**src/rtl/logicnet_lut_engine.sv**
```systemverilog
// LogicNet LUT engine: per-neuron truth tables evaluated one neuron per cycle.
// Optional table readback port enabled by defining LOGICNET_READBACK_EN.
module logicnet_lut_engine #(
    parameter  int IN_W    = 6,
    parameter  int OUT_W   = 2,
    parameter  int NEURONS = 4,
    localparam int NI_W    = (NEURONS > 1) ? $clog2(NEURONS) : 1
) (
    input  logic                     clk,
    input  logic                     rst,
    input  logic                     cfg_we,
    input  logic [NI_W-1:0]          cfg_neuron,
    input  logic [IN_W-1:0]          cfg_addr,
    input  logic [OUT_W-1:0]         cfg_data,
    output logic                     cfg_ready,
    output logic                     cfg_err,
`ifdef LOGICNET_READBACK_EN
    input  logic                     cfg_re,
    output logic [OUT_W-1:0]         cfg_rdata,
`endif
    input  logic                     in_valid,
    output logic                     in_ready,
    input  logic [NEURONS*IN_W-1:0]  in_data,
    output logic                     out_valid,
    input  logic                     out_ready,
    output logic [NEURONS*OUT_W-1:0] out_data
);

    typedef enum logic [1:0] {IDLE, EVAL, HOLD} state_t;

    state_t                    state_q, state_d;
    logic [NI_W-1:0]           idx_q, idx_d;
    logic [NEURONS*IN_W-1:0]   in_data_q, in_data_d;
    logic                      cfg_err_q, cfg_err_d;
    logic                      accept;
    logic                      last_idx;
    logic                      cfg_bad_neuron;
    logic                      cfg_wr_ok;
    logic                      cfg_rd_ok;
    logic                      cfg_rd_err;

    // Out-of-range neuron indices only exist when NEURONS is not a power of two.
    generate
        if ((1 << NI_W) > NEURONS) begin : g_range_chk
            assign cfg_bad_neuron = (cfg_neuron >= NI_W'(NEURONS));
        end else begin : g_range_full
            assign cfg_bad_neuron = 1'b0;
        end
    endgenerate

    assign accept   = in_valid && in_ready;
    assign last_idx = (idx_q == NI_W'(NEURONS - 1));

    // State register
    always_ff @(posedge clk) begin
        if (rst) begin
            state_q <= IDLE;
        end else begin
            state_q <= state_d;
        end
    end

    // Next-state logic
    always_comb begin
        state_d = state_q;
        case (state_q)
            IDLE: begin
                if (in_valid) begin
                    state_d = EVAL;
                end
            end
            EVAL: begin
                if (last_idx) begin
                    state_d = HOLD;
                end
            end
            HOLD: begin
                if (out_ready) begin
                    state_d = in_valid ? EVAL : IDLE;
                end
            end
            default: state_d = IDLE;
        endcase
    end

    // Output decode
    always_comb begin
        cfg_ready = (state_q == IDLE);
        in_ready  = (state_q == IDLE) || ((state_q == HOLD) && out_ready);
        out_valid = (state_q == HOLD);
    end

`ifdef LOGICNET_READBACK_EN
    assign cfg_rd_ok  = cfg_re && cfg_ready && !cfg_bad_neuron;
    assign cfg_rd_err = cfg_re && (!cfg_ready || cfg_bad_neuron);
`else
    assign cfg_rd_ok  = 1'b0;
    assign cfg_rd_err = 1'b0;
`endif

    assign cfg_wr_ok = cfg_we && cfg_ready && !cfg_bad_neuron;

    always_comb begin
        idx_d     = idx_q;
        in_data_d = in_data_q;
        cfg_err_d = cfg_err_q | (cfg_we && (!cfg_ready || cfg_bad_neuron)) | cfg_rd_err;
        if (accept) begin
            idx_d     = '0;
            in_data_d = in_data;
        end else if (state_q == EVAL) begin
            idx_d = idx_q + NI_W'(1);
        end
    end

    always_ff @(posedge clk) begin
        if (rst) begin
            idx_q     <= '0;
            in_data_q <= '0;
            cfg_err_q <= 1'b0;
        end else begin
            idx_q     <= idx_d;
            in_data_q <= in_data_d;
            cfg_err_q <= cfg_err_d;
        end
    end

    assign cfg_err = cfg_err_q;

    logic [OUT_W-1:0] rb_word [NEURONS];

    // One table per neuron; the registered read lands directly in the output slice.
    genvar gi;
    generate
        for (gi = 0; gi < NEURONS; gi++) begin : g_neuron
            logic [OUT_W-1:0] lut_mem [2**IN_W];
            logic [OUT_W-1:0] lut_q;
            logic [OUT_W-1:0] rb_q;
            logic             lut_we;
            logic             lut_re;
            logic             rb_re;

            assign lut_we = cfg_wr_ok && (cfg_neuron == NI_W'(gi));
            assign lut_re = (state_q == EVAL) && (idx_q == NI_W'(gi));
            assign rb_re  = cfg_rd_ok && (cfg_neuron == NI_W'(gi));

            always_ff @(posedge clk) begin
                if (lut_we) begin
                    lut_mem[cfg_addr] <= cfg_data;
                end
            end

            always_ff @(posedge clk) begin
                if (rst) begin
                    lut_q <= '0;
                end else if (lut_re) begin
                    lut_q <= lut_mem[in_data_q[gi*IN_W +: IN_W]];
                end
            end

            always_ff @(posedge clk) begin
                if (rst) begin
                    rb_q <= '0;
                end else if (rb_re) begin
                    rb_q <= lut_mem[cfg_addr];
                end
            end

            assign out_data[gi*OUT_W +: OUT_W] = lut_q;
            assign rb_word[gi]                 = rb_q;
        end
    endgenerate

`ifdef LOGICNET_READBACK_EN
    logic [NI_W-1:0] rb_sel_q, rb_sel_d;

    // Remember which neuron was last read so cfg_rdata holds between reads.
    always_comb begin
        rb_sel_d = rb_sel_q;
        if (cfg_rd_ok) begin
            rb_sel_d = cfg_neuron;
        end
    end

    always_ff @(posedge clk) begin
        if (rst) begin
            rb_sel_q <= '0;
        end else begin
            rb_sel_q <= rb_sel_d;
        end
    end

    assign cfg_rdata = rb_word[rb_sel_q];
`else
    logic rb_unused;
    always_comb begin
        rb_unused = cfg_rd_ok;
        for (int n = 0; n < NEURONS; n++) begin
            rb_unused = rb_unused ^ (^rb_word[n]);
        end
    end
`endif

endmodule

```
**config.mk**
```make
export PLATFORM = sky130hd
export DESIGN_NAME = logicnet_lut_engine
export DESIGN_NICKNAME = d
export VERILOG_FILES = /design/src/rtl/logicnet_lut_engine.sv
export SDC_FILE = /design/constraint.sdc
export NUM_CORES = 1
export LEC_CHECK = 0
export CAP_MARGIN = 25
export CORE_ASPECT_RATIO = 1.75
export CORE_UTILIZATION = 35
export DETAILED_ROUTE_END_ITERATION = 8
export HOLD_SLACK_MARGIN = 0.15
export SLEW_MARGIN = 0
export SYNTH_ARGS = -nofsm -noshare
export SYNTH_HDL_FRONTEND = slang
export SYNTH_SLANG_ARGS = --single-unit
```
**constraint.sdc**
```tcl
create_clock -name clk -period 4.72 [get_ports clk]
set_clock_uncertainty 0.05 [all_clocks]
set_input_delay 1.416 -clock clk [delete_from_list [all_inputs] [get_ports clk]]
set_output_delay 1.416 -clock clk [all_outputs]
set_load 0.02 [all_outputs]
```
==> results of run 1 <==
## worst max-delay path, stage by stage
cell and delay (ns):
sky130_fd_sc_hd__clkdlybuf4s50_1 0.44, sky130_fd_sc_hd__nor2b_1 0.28, sky130_fd_sc_hd__nor2_1 0.07, sky130_fd_sc_hd__clkdlybuf4s50_1 0.54
## layer usage
| layer | GRT usage [%] | vias to the layer above | part of all wire [%] |
|---|---|---|---|
| met2 | 34.1 | 356 | 56 |
| li1 | - | 5713 | - |
| met5 | 0 | - | 0.072 |
| met4 | 9.79 | 6 | 6.1 |
| met3 | 2.25 | 149 | 4.0 |
| met1 | 17.5 | 6433 | 34 |
## cell usage in the layout (no fill, tap or decap), types with 3 or more instances in the layout
| master | instances |
|---|---|
| sky130_fd_sc_hd__clkdlybuf4s50_1 | 47 |
| sky130_fd_sc_hd__clkbuf_1 | 9 |
| sky130_fd_sc_hd__a41o_1 | 6 |
| sky130_fd_sc_hd__buf_12 | 3 |
| sky130_fd_sc_hd__o31ai_1 | 14 |
| sky130_fd_sc_hd__nand3_1 | 40 |
| sky130_fd_sc_hd__or2_2 | 3 |
| sky130_fd_sc_hd__mux2i_1 | 66 |
| sky130_fd_sc_hd__mux4_2 | 65 |
| sky130_fd_sc_hd__a211oi_2 | 4 |
| sky130_fd_sc_hd__a31o_2 | 4 |
| sky130_fd_sc_hd__nand3b_1 | 8 |
| sky130_fd_sc_hd__nor2b_1 | 28 |
| sky130_fd_sc_hd__clkbuf_16 | 49 |
| sky130_fd_sc_hd__mux4_1 | 31 |
| sky130_fd_sc_hd__nand2_1 | 146 |
| sky130_fd_sc_hd__buf_4 | 23 |
| sky130_fd_sc_hd__inv_1 | 3 |
| sky130_fd_sc_hd__a21oi_1 | 30 |
| sky130_fd_sc_hd__clkinv_1 | 11 |
| sky130_fd_sc_hd__dfxtp_1 | 32 |
| sky130_fd_sc_hd__o21ai_0 | 6 |
| sky130_fd_sc_hd__a22oi_2 | 3 |
| sky130_fd_sc_hd__edfxtp_1 | 512 |
| sky130_fd_sc_hd__nand2b_1 | 11 |
| sky130_fd_sc_hd__nor3b_1 | 5 |
| sky130_fd_sc_hd__a22oi_1 | 21 |
| sky130_fd_sc_hd__a211oi_1 | 21 |
| sky130_fd_sc_hd__ha_1 | 4 |
| sky130_fd_sc_hd__clkinv_2 | 8 |
| sky130_fd_sc_hd__a22o_1 | 8 |
| sky130_fd_sc_hd__clkbuf_8 | 3 |
| sky130_fd_sc_hd__nor3_1 | 11 |
| sky130_fd_sc_hd__mux2_2 | 6 |
| sky130_fd_sc_hd__dfxtp_2 | 5 |
| sky130_fd_sc_hd__clkinvlp_4 | 3 |
| sky130_fd_sc_hd__nor2_1 | 284 |
## cell usage after synthesis, types with 9 or more instances
| library cell | instances | area (µm²) |
|---|---|---|
| sky130_fd_sc_hd__edfxtp_1 | 512 | 15400 |
| sky130_fd_sc_hd__nor2_1 | 285 | 1070 |
| sky130_fd_sc_hd__nand2_1 | 147 | 552 |
| sky130_fd_sc_hd__mux2i_1 | 66 | 661 |
| sky130_fd_sc_hd__mux4_2 | 65 | 1460 |
| sky130_fd_sc_hd__clkbuf_1 | 52 | 195 |
| sky130_fd_sc_hd__nand3_1 | 40 | 200 |
| sky130_fd_sc_hd__dfxtp_1 | 37 | 741 |
| sky130_fd_sc_hd__mux4_1 | 31 | 815 |
| sky130_fd_sc_hd__a21oi_1 | 30 | 150 |
| sky130_fd_sc_hd__nor2b_1 | 28 | 175 |
| sky130_fd_sc_hd__a211oi_1 | 21 | 158 |
| sky130_fd_sc_hd__a22oi_1 | 21 | 158 |
| sky130_fd_sc_hd__buf_4 | 15 | 113 |
| sky130_fd_sc_hd__o31ai_1 | 14 | 105 |
| sky130_fd_sc_hd__nand2b_1 | 11 | 68.8 |
| sky130_fd_sc_hd__nor3_1 | 11 | 55.1 |
| sky130_fd_sc_hd__buf_2 | 10 | 50.1 |
| sky130_fd_sc_hd__buf_6 | 9 | 101 |
## power by group through the flow
stage	combinational (W)	sequential (W)	clock, W
CTS	0.000575	0.00542	0.00385
detailed placement	0.000573	0.00553	0
global route	0.000615	0.00542	0.00402
finish	0.000574	0.00541	0.00378
global placement	0.000566	0.00552	0
floorplan	0.000394	0.00546	0
## registers in the layout, indices dropped and copies added (netlist names)
signal	cells
in_data_q	24
g_neuron.lut_q	8
g_neuron.lut_mem	512
state_q	2
idx_q	2
cfg_err	1
## how the worst max path moves through the flow
stage               slack [ns]       end      start  depth (start not counted)
finish                    0.51  in_ready  out_ready                          4
global placement          0.47  in_ready  out_ready                          4
floorplan                 1.51  in_ready  out_ready                          2
CTS                       0.50  in_ready  out_ready                          4
global route              0.45  in_ready  out_ready                          4
detailed placement        0.50  in_ready  out_ready                          4
## cell families (layout without fill, tap and decap cells)
group / count (synthesis) / after routing
xor+xnor: 1 / 1
simple gates: 548 / 548
mux: 168 / 168
fa+ha+maj: 4 / 4
flops: 549 / 549
buf+inv: 95 / 167
compound gates: 119 / 119
## layout make-up
class,instances,area [µm²]
flip-flops and latches,549,16100
repair buffers,77,758
multi-input cells,840,6260
inverters,3,11.3
fillers,5828,38800
clock buffers,61,1300
well taps,812,1020
clock inverters,26,181
## through the flow
stage	power, W	std cells	utilization [%]
detailed placement	0.00610	2280	37.4
global route	0.0101	2368	39.8
finish	0.00977	2368	39.8
floorplan	0.00585	1484	-
CTS	0.00984	2367	39.7
global placement	0.00609	2280	37.4
==> PnR_summary.wiki, run 1 <==
{| class="wikitable"
! Metric !! Value
|-
| Status || complete, no violations
|-
| Cell leakage power || approximately 7.7 nW
|-
| TritonCTS clock tree || yes
|-
| Number of buffers inserted by hold repair at cts || 0
|-
| Fraction of the mapped netlist area in adder cells || less than 1%
|-
| Sw frac || between 20% and 30%
|-
| Reg2reg end || g_neuron[3].lut_q[1]
|-
| Synthesis-to-finish area growth || 11.9%
|-
| P_int || ~0.0076 W
|-
| Final setup slack of the worst path || between 0.5 and 0.6 ns
|-
| Clock sink count || ~550
|-
| Main combinational cell family by area after synthesis || multiplexers
|-
| Arrival time worst endpoint || between 2 and 3 ns
|-
| Critical Path End Type || output pin
|-
| Number of cells on the worst hold path || 2
|-
| Core Region || ~64000 µm²
|-
| Top Ports || 51
|-
| Area of the die || ~67000 µm²
|-
| Routability congestion estimate || ~0.8
|-
| Final cycle utilization of the critical path || about nine tenths
|-
| Transition at the pin with the smallest max-transition slack || around 1.1 ns
|-
| Root cell of the clock tree || sky130_fd_sc_hd__clkbuf_16
|-
| Total of endpoints with negative setup slack in the final report || 0
|-
| Global-route wire length before repair || about 84000 µm
|-
| Predominant post-synthesis flop cell || sky130_fd_sc_hd__edfxtp_1
|-
| Overall global routing resource usage || between 15 and 20%
|-
| CTS H-Tree Depth || 2
|-
| Worst hold margin || approximately 0.43 ns
|-
| Fraction of registers with async set/reset || 0%
|-
| Detailed router's first-iteration violation count || a little under 1000
|-
| Residual DRC count || 0
|-
| Fraction of final layout cells sized beyond drive strength 1 || 12.3%
|-
| Antenna diode instance count || 0
|-
| Required time of the critical path || 3.25 ns
|-
| Reg2Reg Launch Point || in_data_q[18]
|-
| Largest net degree at the start of global routing || roughly 110
|-
| Compound-Gate Fraction of Synth Area || 3.80%
|-
| GR Overflow Total || 0
|-
| Final number of max-transition violations || 0
|-
| Worst hold path startpoint || cfg_err
|-
| Max FO, Critical Path || 3
|-
| Post-synthesis xor/xnor area fraction || less than 1%
|-
| Clk slew on worst S/H paths || about 0.060 ns
|-
| Post-synthesis area per instance || 15.4 µm²
|-
| Register bit count reported by yosys || 549
|-
| Path type of the worst min-delay path || reg -> reg
|-
| Kind of critical path || in -> out
|-
| Endpoints failing hold || 0
|-
| Setup repair after global routing missed its margin || no
|-
| Post-place setup slack || 0.499 ns
|-
| Max_cap viols || 0
|-
| Port Buffers || 50
|-
| Number of enable-type register cells in the synthesized netlist || between 500 and 600
|-
| Clock network fraction of design power || 38.7%
|-
| Clock buffer count from CTS || 48
|-
| Number of cells on the worst reg-to-reg path || 5
|-
| Rel. slew slack || between 20% and 30%
|-
| Sequential power share || a little under three fifths
|-
| Share of synthesized cell area in and, or, nand and nor gates || roughly 10%
|-
| Netlist area before placement || between 20000 and 25000 µm²
|-
| Site Rows || around 120
|-
| Share of synthesized area spent on multiplexers || a little over an eighth
|-
| Worst hold path endpoint || cfg_err
|-
| Maximum VDD drop || roughly 0.00020 V
|-
| YS warnings || 0
|-
| Max frequency || roughly 240 MHz
|-
| Y dimension of the die || between 300 and 400 µm
|-
| # nets final || 1562
|-
| Antenna violations before repair || 3
|-
| Final Instance Area || 25700 µm²
|-
| Fin Setup TNS || 0 ns
|-
| Final min period || approximately 4.2 ns
|-
| Worst setup slack for register-to-register paths || approximately 2.0 ns
|-
| Critical Path Source Type || input pin
|-
| Total number of vias || ~13000
|-
| Initial core utilization || 35.6%
|-
| Mapped Nets || around 1500
|-
| Count of antenna-violating nets left after detailed routing || 0
|-
| Post-synthesis sequential area ratio || roughly 70%
|-
| Vias in the first global route || approximately 13000
|-
| Wire length after detailed routing || approximately 58000 µm
|-
| Post-detail-place hpwl || between 30000 and 40000 µm
|-
| DR pass1 iterations || 6
|-
| Routed len/inst || 24.5 µm
|-
| Post-cts gate resize count || 0
|-
| Distinct cell type count after synthesis || between 40 and 50
|-
| Cell count after synthesis || around 1500
|-
| Post-CTS Setup Bufs || 0
|-
| Post-detailed-placement cell area || 24100 µm²
|-
| Horiz. Die Dim || 195 µm
|-
| Maximum clock path buffer count || 3
|-
| Cell Pwr Density || about 380 nW/µm²
|-
| Insertion delay to the later sink of the worst-skew pair || roughly 0.58 ns
|-
| Vias/cell || approximately 5.3
|-
| Comb power frac || under 10%
|-
| Reported net switching power || 0.00214 W
|}
Power figures use the tool's default switching activity.
==> run 2: changes to the inputs <==
HOLD_SLACK_MARGIN = 0.08   (was 0.15)
==> results of run 2 <==
Same layout as run 1: the final DEF is identical, and so are final timing and power.
